`src/rtl/lsu_mem_stage.sv`:
```
// Load/store memory stage: latches an execute op, runs one data-memory access and hands the result
// to writeback. Define LSU_MISALIGN_CHECK_EN to reject misaligned half/word accesses with err.
module lsu_mem_stage #(
  parameter int unsigned XLEN        = 32,
  parameter int unsigned TIMEOUT_CYC = 255
) (
  input  logic            clk,
  input  logic            rst_n,
  input  logic            in_valid,
  output logic            in_ready,
  input  logic [XLEN-1:0] in_result,
  input  logic [XLEN-1:0] in_wdata,
  input  logic            in_read,
  input  logic            in_write,
  input  logic            in_reg_wen,
  input  logic [1:0]      in_size,
  input  logic            in_unsigned,
  output logic            req_valid,
  input  logic            req_ready,
  output logic [XLEN-1:0] req_addr,
  output logic            req_wen,
  output logic [XLEN-1:0] req_wdata,
  output logic [3:0]      req_wmask,
  input  logic            resp_valid,
  input  logic [XLEN-1:0] resp_rdata,
  output logic            out_valid,
  input  logic            out_ready,
  output logic [XLEN-1:0] out_data,
  output logic            out_rd_wen,
  output logic            err
);

  localparam int unsigned CntW = (TIMEOUT_CYC > 1) ? $clog2(TIMEOUT_CYC + 1) : 1;

  typedef enum logic [1:0] {StIdle, StReq, StResp, StOut} state_e;

  state_e            state_q, state_d;
  logic              in_ready_q, in_ready_d;
  logic              req_valid_q, req_valid_d;
  logic [XLEN-1:0]   req_addr_q, req_addr_d;
  logic              req_wen_q, req_wen_d;
  logic [XLEN-1:0]   req_wdata_q, req_wdata_d;
  logic [3:0]        req_wmask_q, req_wmask_d;
  logic              out_valid_q, out_valid_d;
  logic [XLEN-1:0]   out_data_q, out_data_d;
  logic              out_rd_wen_q, out_rd_wen_d;
  logic              err_q, err_d;
  logic [XLEN-1:0]   addr_q, addr_d;
  logic [1:0]        size_q, size_d;
  logic              uns_q, uns_d;
  logic              read_q, read_d;
  logic              reg_wen_q, reg_wen_d;
  logic [CntW-1:0]   cnt_q, cnt_d;

  logic              illegal;
  logic              misalign;
  logic [3:0]        lane_mask;
  logic [XLEN-1:0]   sh;
  logic [XLEN-1:0]   load_val;
  logic              timeout_hit;

  always_comb begin
    illegal = (in_read & in_write) | (in_size == 2'b11);
`ifdef LSU_MISALIGN_CHECK_EN
    misalign = (in_read | in_write) &
               (((in_size == 2'b01) & in_result[0]) |
                ((in_size == 2'b10) & (in_result[1:0] != 2'b00)));
`else
    misalign = 1'b0;
`endif
    unique case (in_size)
      2'b00:   lane_mask = 4'b0001 << in_result[1:0];
      2'b01:   lane_mask = 4'b0011 << in_result[1:0];
      default: lane_mask = 4'b1111;
    endcase

    sh = resp_rdata >> {addr_q[1:0], 3'b000};
    unique case (size_q)
      2'b00:   load_val = uns_q ? {{(XLEN-8){1'b0}}, sh[7:0]} : {{(XLEN-8){sh[7]}}, sh[7:0]};
      2'b01:   load_val = uns_q ? {{(XLEN-16){1'b0}}, sh[15:0]}
                                : {{(XLEN-16){sh[15]}}, sh[15:0]};
      default: load_val = sh;
    endcase

    // Fires on the cycle whose increment would bring the count to TIMEOUT_CYC.
    timeout_hit = (TIMEOUT_CYC != 0) && ((32'(cnt_q) + 32'd1) == TIMEOUT_CYC);
  end

  always_comb begin
    state_d      = state_q;
    in_ready_d   = in_ready_q;
    req_valid_d  = req_valid_q;
    req_addr_d   = req_addr_q;
    req_wen_d    = req_wen_q;
    req_wdata_d  = req_wdata_q;
    req_wmask_d  = req_wmask_q;
    out_valid_d  = out_valid_q;
    out_data_d   = out_data_q;
    out_rd_wen_d = out_rd_wen_q;
    err_d        = err_q;
    addr_d       = addr_q;
    size_d       = size_q;
    uns_d        = uns_q;
    read_d       = read_q;
    reg_wen_d    = reg_wen_q;
    cnt_d        = cnt_q;

    unique case (state_q)
      StIdle: begin
        if (in_valid) begin
          in_ready_d = 1'b0;
          addr_d     = in_result;
          size_d     = in_size;
          uns_d      = in_unsigned;
          read_d     = in_read;
          reg_wen_d  = in_reg_wen;
          if (illegal || misalign) begin
            state_d      = StOut;
            out_valid_d  = 1'b1;
            out_data_d   = in_result;
            out_rd_wen_d = 1'b0;
            err_d        = 1'b1;
          end else if (!in_read && !in_write) begin
            state_d      = StOut;
            out_valid_d  = 1'b1;
            out_data_d   = in_result;
            out_rd_wen_d = in_reg_wen;
            err_d        = 1'b0;
          end else begin
            state_d     = StReq;
            req_valid_d = 1'b1;
            req_addr_d  = {in_result[XLEN-1:2], 2'b00};
            req_wen_d   = in_write;
            req_wmask_d = in_write ? lane_mask : 4'b0000;
            req_wdata_d = in_wdata << {in_result[1:0], 3'b000};
            cnt_d       = '0;
          end
        end
      end
      StReq, StResp: begin
        cnt_d = cnt_q + CntW'(1);
        // A response arriving with the timeout still completes the access.
        if ((state_q == StResp) && resp_valid) begin
          state_d      = StOut;
          out_valid_d  = 1'b1;
          out_data_d   = read_q ? load_val : addr_q;
          out_rd_wen_d = read_q & reg_wen_q;
          err_d        = 1'b0;
        end else if (timeout_hit) begin
          state_d      = StOut;
          req_valid_d  = 1'b0;
          out_valid_d  = 1'b1;
          out_data_d   = '0;
          out_rd_wen_d = 1'b0;
          err_d        = 1'b1;
        end else if ((state_q == StReq) && req_ready) begin
          state_d     = StResp;
          req_valid_d = 1'b0;
        end
      end
      StOut: begin
        if (out_ready) begin
          state_d     = StIdle;
          out_valid_d = 1'b0;
          err_d       = 1'b0;
          in_ready_d  = 1'b1;
        end
      end
      default: state_d = StIdle;
    endcase
  end

  always_ff @(posedge clk) begin
    if (!rst_n) begin
      state_q      <= StIdle;
      in_ready_q   <= 1'b1;
      req_valid_q  <= 1'b0;
      req_addr_q   <= '0;
      req_wen_q    <= 1'b0;
      req_wdata_q  <= '0;
      req_wmask_q  <= '0;
      out_valid_q  <= 1'b0;
      out_data_q   <= '0;
      out_rd_wen_q <= 1'b0;
      err_q        <= 1'b0;
      addr_q       <= '0;
      size_q       <= '0;
      uns_q        <= 1'b0;
      read_q       <= 1'b0;
      reg_wen_q    <= 1'b0;
      cnt_q        <= '0;
    end else begin
      state_q      <= state_d;
      in_ready_q   <= in_ready_d;
      req_valid_q  <= req_valid_d;
      req_addr_q   <= req_addr_d;
      req_wen_q    <= req_wen_d;
      req_wdata_q  <= req_wdata_d;
      req_wmask_q  <= req_wmask_d;
      out_valid_q  <= out_valid_d;
      out_data_q   <= out_data_d;
      out_rd_wen_q <= out_rd_wen_d;
      err_q        <= err_d;
      addr_q       <= addr_d;
      size_q       <= size_d;
      uns_q        <= uns_d;
      read_q       <= read_d;
      reg_wen_q    <= reg_wen_d;
      cnt_q        <= cnt_d;
    end
  end

  assign in_ready   = in_ready_q;
  assign req_valid  = req_valid_q;
  assign req_addr   = req_addr_q;
  assign req_wen    = req_wen_q;
  assign req_wdata  = req_wdata_q;
  assign req_wmask  = req_wmask_q;
  assign out_valid  = out_valid_q;
  assign out_data   = out_data_q;
  assign out_rd_wen = out_rd_wen_q;
  assign err        = err_q;

endmodule

```
`config.mk`:
```
export PLATFORM = sky130hd
export DESIGN_NAME = lsu_mem_stage
export DESIGN_NICKNAME = d
export VERILOG_FILES = /design/src/rtl/lsu_mem_stage.sv
export SDC_FILE = /design/constraint.sdc
export NUM_CORES = 1
export LEC_CHECK = 0
export CORE_MARGIN = 5
export CORE_UTILIZATION = 35
export CTS_BUF_LIST = sky130_fd_sc_hd__clkbuf_2
export CTS_CLUSTER_SIZE = 25
export DETAILED_ROUTE_END_ITERATION = 10
export HOLD_SLACK_MARGIN = 0.15
export SYNTH_ARGS = -nofsm -noshare
export SYNTH_HDL_FRONTEND = slang
export SYNTH_SLANG_ARGS = --single-unit
```
`constraint.sdc`:
```
create_clock -name clk -period 2.1 [get_ports clk]
set_input_delay 0.21 -clock clk [delete_from_list [all_inputs] [get_ports clk]]
set_output_delay 0.21 -clock clk [all_outputs]
set_load 0.01 [all_outputs]
```
==> results.cfg <==
[outcome]
status = finished, final reports clean

[power]
vdd_ir_drop_max_uv = 661
pwr-share-clk = 0.188
swShare = 0.378
internal-power_mw = 6.44
p_leak_nw = 4.31
sequentialPowerShare = 0.351
switchingPower_mw = 3.91
pwr-share-comb = 0.461
cellPowerDensity_mw_per_mm2 = 909

[critical_path]
crit_end = out_data[24]$_SDFFE_PN0P_
reg2reg_to = out_data[24]$_SDFFE_PN0P_
path_max_fanout = 17
worstPathRequired_ns = 2.79
critPathKind = register to register
end_kind = register
cp-startpoint = state_q[1]$_SDFFE_PN0P_
crit_path_start_kind = register
regToRegSetupSlack_ns = 0.06
cp.arrival_ns = 2.73
r2r-start = state_q[1]$_SDFFE_PN0P_
rr_worst_depth = 7

[timing]
slew_headroom = 0.568
grt_setup_unrepaired = true
hold_viol = 0
post-route-period-util = 0.970
fin_skew_ns = 0.0427
report.final.slew_viol_count = 0
setup_ws_ns = 0.0625
fmax_ghz = 0.491
tightest_slew_ns = 0.645
setup_violations = 0
fin_crit_ns = 2.04

[min_path]
whs_path_depth = 4
hp-start = in_wdata[15]
holdCritPathClass = input port to register

[floorplan]
die_h_um = 159
core_area_mm2 = 0.0219
fp.dieW_um = 159
ioPinCount = 214
rows = 54
die-area_mm2 = 0.0253
initial_utilization = 0.356

[final_layout]
final_nets = 1318
finish.utilization = 0.520
area_growth_pct = 46.2
fin_area_mm2 = 0.0114
drive_gt1_frac = 0.110

[routing]
ant_nets = 0
drc = 0
top_layer = met4
wl_per_cell_um = 17.9
drtIter0Drc = 483
via_count = 7671
wl_met1_um = 12100
wl_met2_um = 12100
dr_wl_met3_um = 2160
first_pass_iters = 4
routed_via_density = 5.12
drt_wl_total_um = 26900

[job]
maxCapViolations = 0

[grt]
grt_pass1_wl_um = 42500
overflow = 0
antenna_found_initial = 1
track_usage = 0.206
grt_pass1_vias = 7619
grt_max_degree = 46

[synth]
synth-seq-area-share = 0.388
yosysTopAreaCell = dfxtp_1
ys_top_cells_by_area = dfxtp_1 (39%), nand2_1 (11%), mux2i_1 (9.1%), a21boi_0 (8.9%), clkbuf_1 (3.1%)
synth_edf_count = 0
synth_cells = 932
postSynth.asyncResetShare = 0
ys_ff_latch = 151
ys_warn_count = 0
ys.flop_type = dfxtp_1
syn_area_per_cell_um2 = 8.35
syn_area_mm2 = 0.00778
ys_types = 51
synth_top_area_share = 0.388

[clocking]
clk_latency_ns = 0.76
clockBufferDepth = 2
cts_tree = built
cts_inserted_buffers = 17
cts.clk_slew.worst_paths_ns = 0.24
ctsRootBufferMaster = clkbuf_2
cts.sinks = 151
htree_levels = 4

[placement]
postPlaceCellArea_mm2 = 0.0105
place_ws_ns = -0.0206
dpl.hpwl_um = 19600
port_buffers = 211
gp_congestion = 0.870
[how the worst min path moves through the flow]
stage	to	slack, ns
final	req_wdata[23]$_SDFFE_PN0P_	0.22
after global routing	req_wdata[23]$_SDFFE_PN0P_	0.18
after CTS	req_wdata[23]$_SDFFE_PN0P_	0.16
after detailed placement	out_data[14]$_SDFFE_PN0P_	0.45
after global placement	addr_q[18]$_SDFFE_PN0P_	0.45
after floorplan	addr_q[21]$_SDFFE_PN0P_	0.35
[power groups by stage]
stage | Sequential (mW) | Clock (mW) | Combinational (mW)
after floorplan | 3.75 | 0 | 2.54
after global placement | 3.68 | 0 | 4.59
after detailed placement | 3.69 | 0 | 4.63
after CTS | 3.63 | 2.00 | 4.72
after global routing | 3.70 | 2.13 | 5.17
final | 3.63 | 1.94 | 4.77
[area by class of cell]
cell class | count | area [um^2]
Antenna cell | 2 | 5.00
Timing Repair Buffer | 331 | 3220
Fill cell | 2136 | 10500
Clock buffer | 17 | 85.1
Inverter | 17 | 63.8
Sequential cell | 151 | 3040
Clock inverter | 15 | 203
Multi-Input combinational cell | 686 | 4420
Tap cell | 280 | 350
[cells by family (layout without fill, tap and decap cells)]
kind of cell	Yosys count	after routing	share of synthesized area
simple gates	325	325	0.179
compound gates	265	265	0.248
other cells	1	4	0.000482
mux	86	86	0.122
buf+inv	96	380	0.0503
flops	151	151	0.388
xor+xnor	2	2	0.00225
fa+ha+maj	6	6	0.00965
[critical path, stage by stage (launching register included)]
cell	delay, ns
dfxtp_2	0.41
inv_1	0.06
ha_1	0.32
buf_4	0.24
nand2_1	0.18
o21ai_4	0.34
buf_12	0.22
mux2i_1	0.20
[sequential cells by signal, summed over array words and instances, names as in the netlist, 2 cells and up]
signal / cells
addr_q: 32
cnt_q: 8
out_data: 32
req_addr: 30
req_wdata: 32
req_wmask: 4
size_q: 2
state_q: 2
[cell usage after synthesis (16+ instances only)]
| cell | number |
|---|---|
| clkbuf_1 | 65 |
| inv_1 | 16 |
| mux2i_1 | 71 |
| a21oi_1 | 18 |
| a211oi_1 | 16 |
| o211ai_1 | 30 |
| nand3_1 | 17 |
| nor2b_1 | 23 |
| o2bb2ai_1 | 17 |
| nand2_1 | 230 |
| dfxtp_1 | 151 |
| nor2_1 | 16 |
| o21ai_0 | 35 |
| a21boi_0 | 92 |
| a22o_1 | 16 |
[what timing repair did]
item / 4_1_cts / 5_1_grt
endpoints found under the setup margin: 0 / 39
setup buffers: 0 / 3
resized for setup: 0 / 9
endpoints found under the hold margin: 151 / 0
hold buffers: 51 / 0
[routing by layer]
layer  GRT usage  vias up
met5           0        -
met3      0.0639       34
met2       0.322      266
met1       0.274     3541
li1            -     3830
met4      0.0624        0
[layout by cell type (no fill, tap or decap), types with 8 or more instances in the layout]
cell type | netlist | routed
nor2b_1 | 23 | 23
dlygate4sd3_1 | 0 | 51
a22o_1 | 16 | 16
o211ai_1 | 30 | 30
nor2_1 | 16 | 16
o2bb2ai_1 | 17 | 17
a21oi_1 | 18 | 18
clkdlybuf4s50_1 | 0 | 210
buf_4 | 2 | 64
inv_1 | 16 | 15
nand3_1 | 17 | 16
clkbuf_2 | 0 | 17
nor3_1 | 8 | 8
or3_1 | 9 | 8
o22ai_1 | 9 | 9
a21boi_0 | 92 | 92
mux2i_1 | 71 | 71
a221oi_1 | 8 | 8
o21ai_0 | 35 | 34
mux2_2 | 9 | 9
o211a_1 | 8 | 8
dfxtp_1 | 151 | 145
a211oi_1 | 16 | 16
nand2_1 | 230 | 230
[per-stage QoR]
step	power (mW)	hold slack [ns]	TNS, ns	std cells
3_5_place_dp	8.32	0.452	-0.0206	1410
3_3_place_gp	8.28	0.447	0	1410
6_report	10.3	0.222	0	1499
4_1_cts	10.3	0.158	0	1493
2_1_floorplan	6.29	0.355	0	933
5_1_grt	11.0	0.181	-1.21	1499
Power figures use the tool's default switching activity.
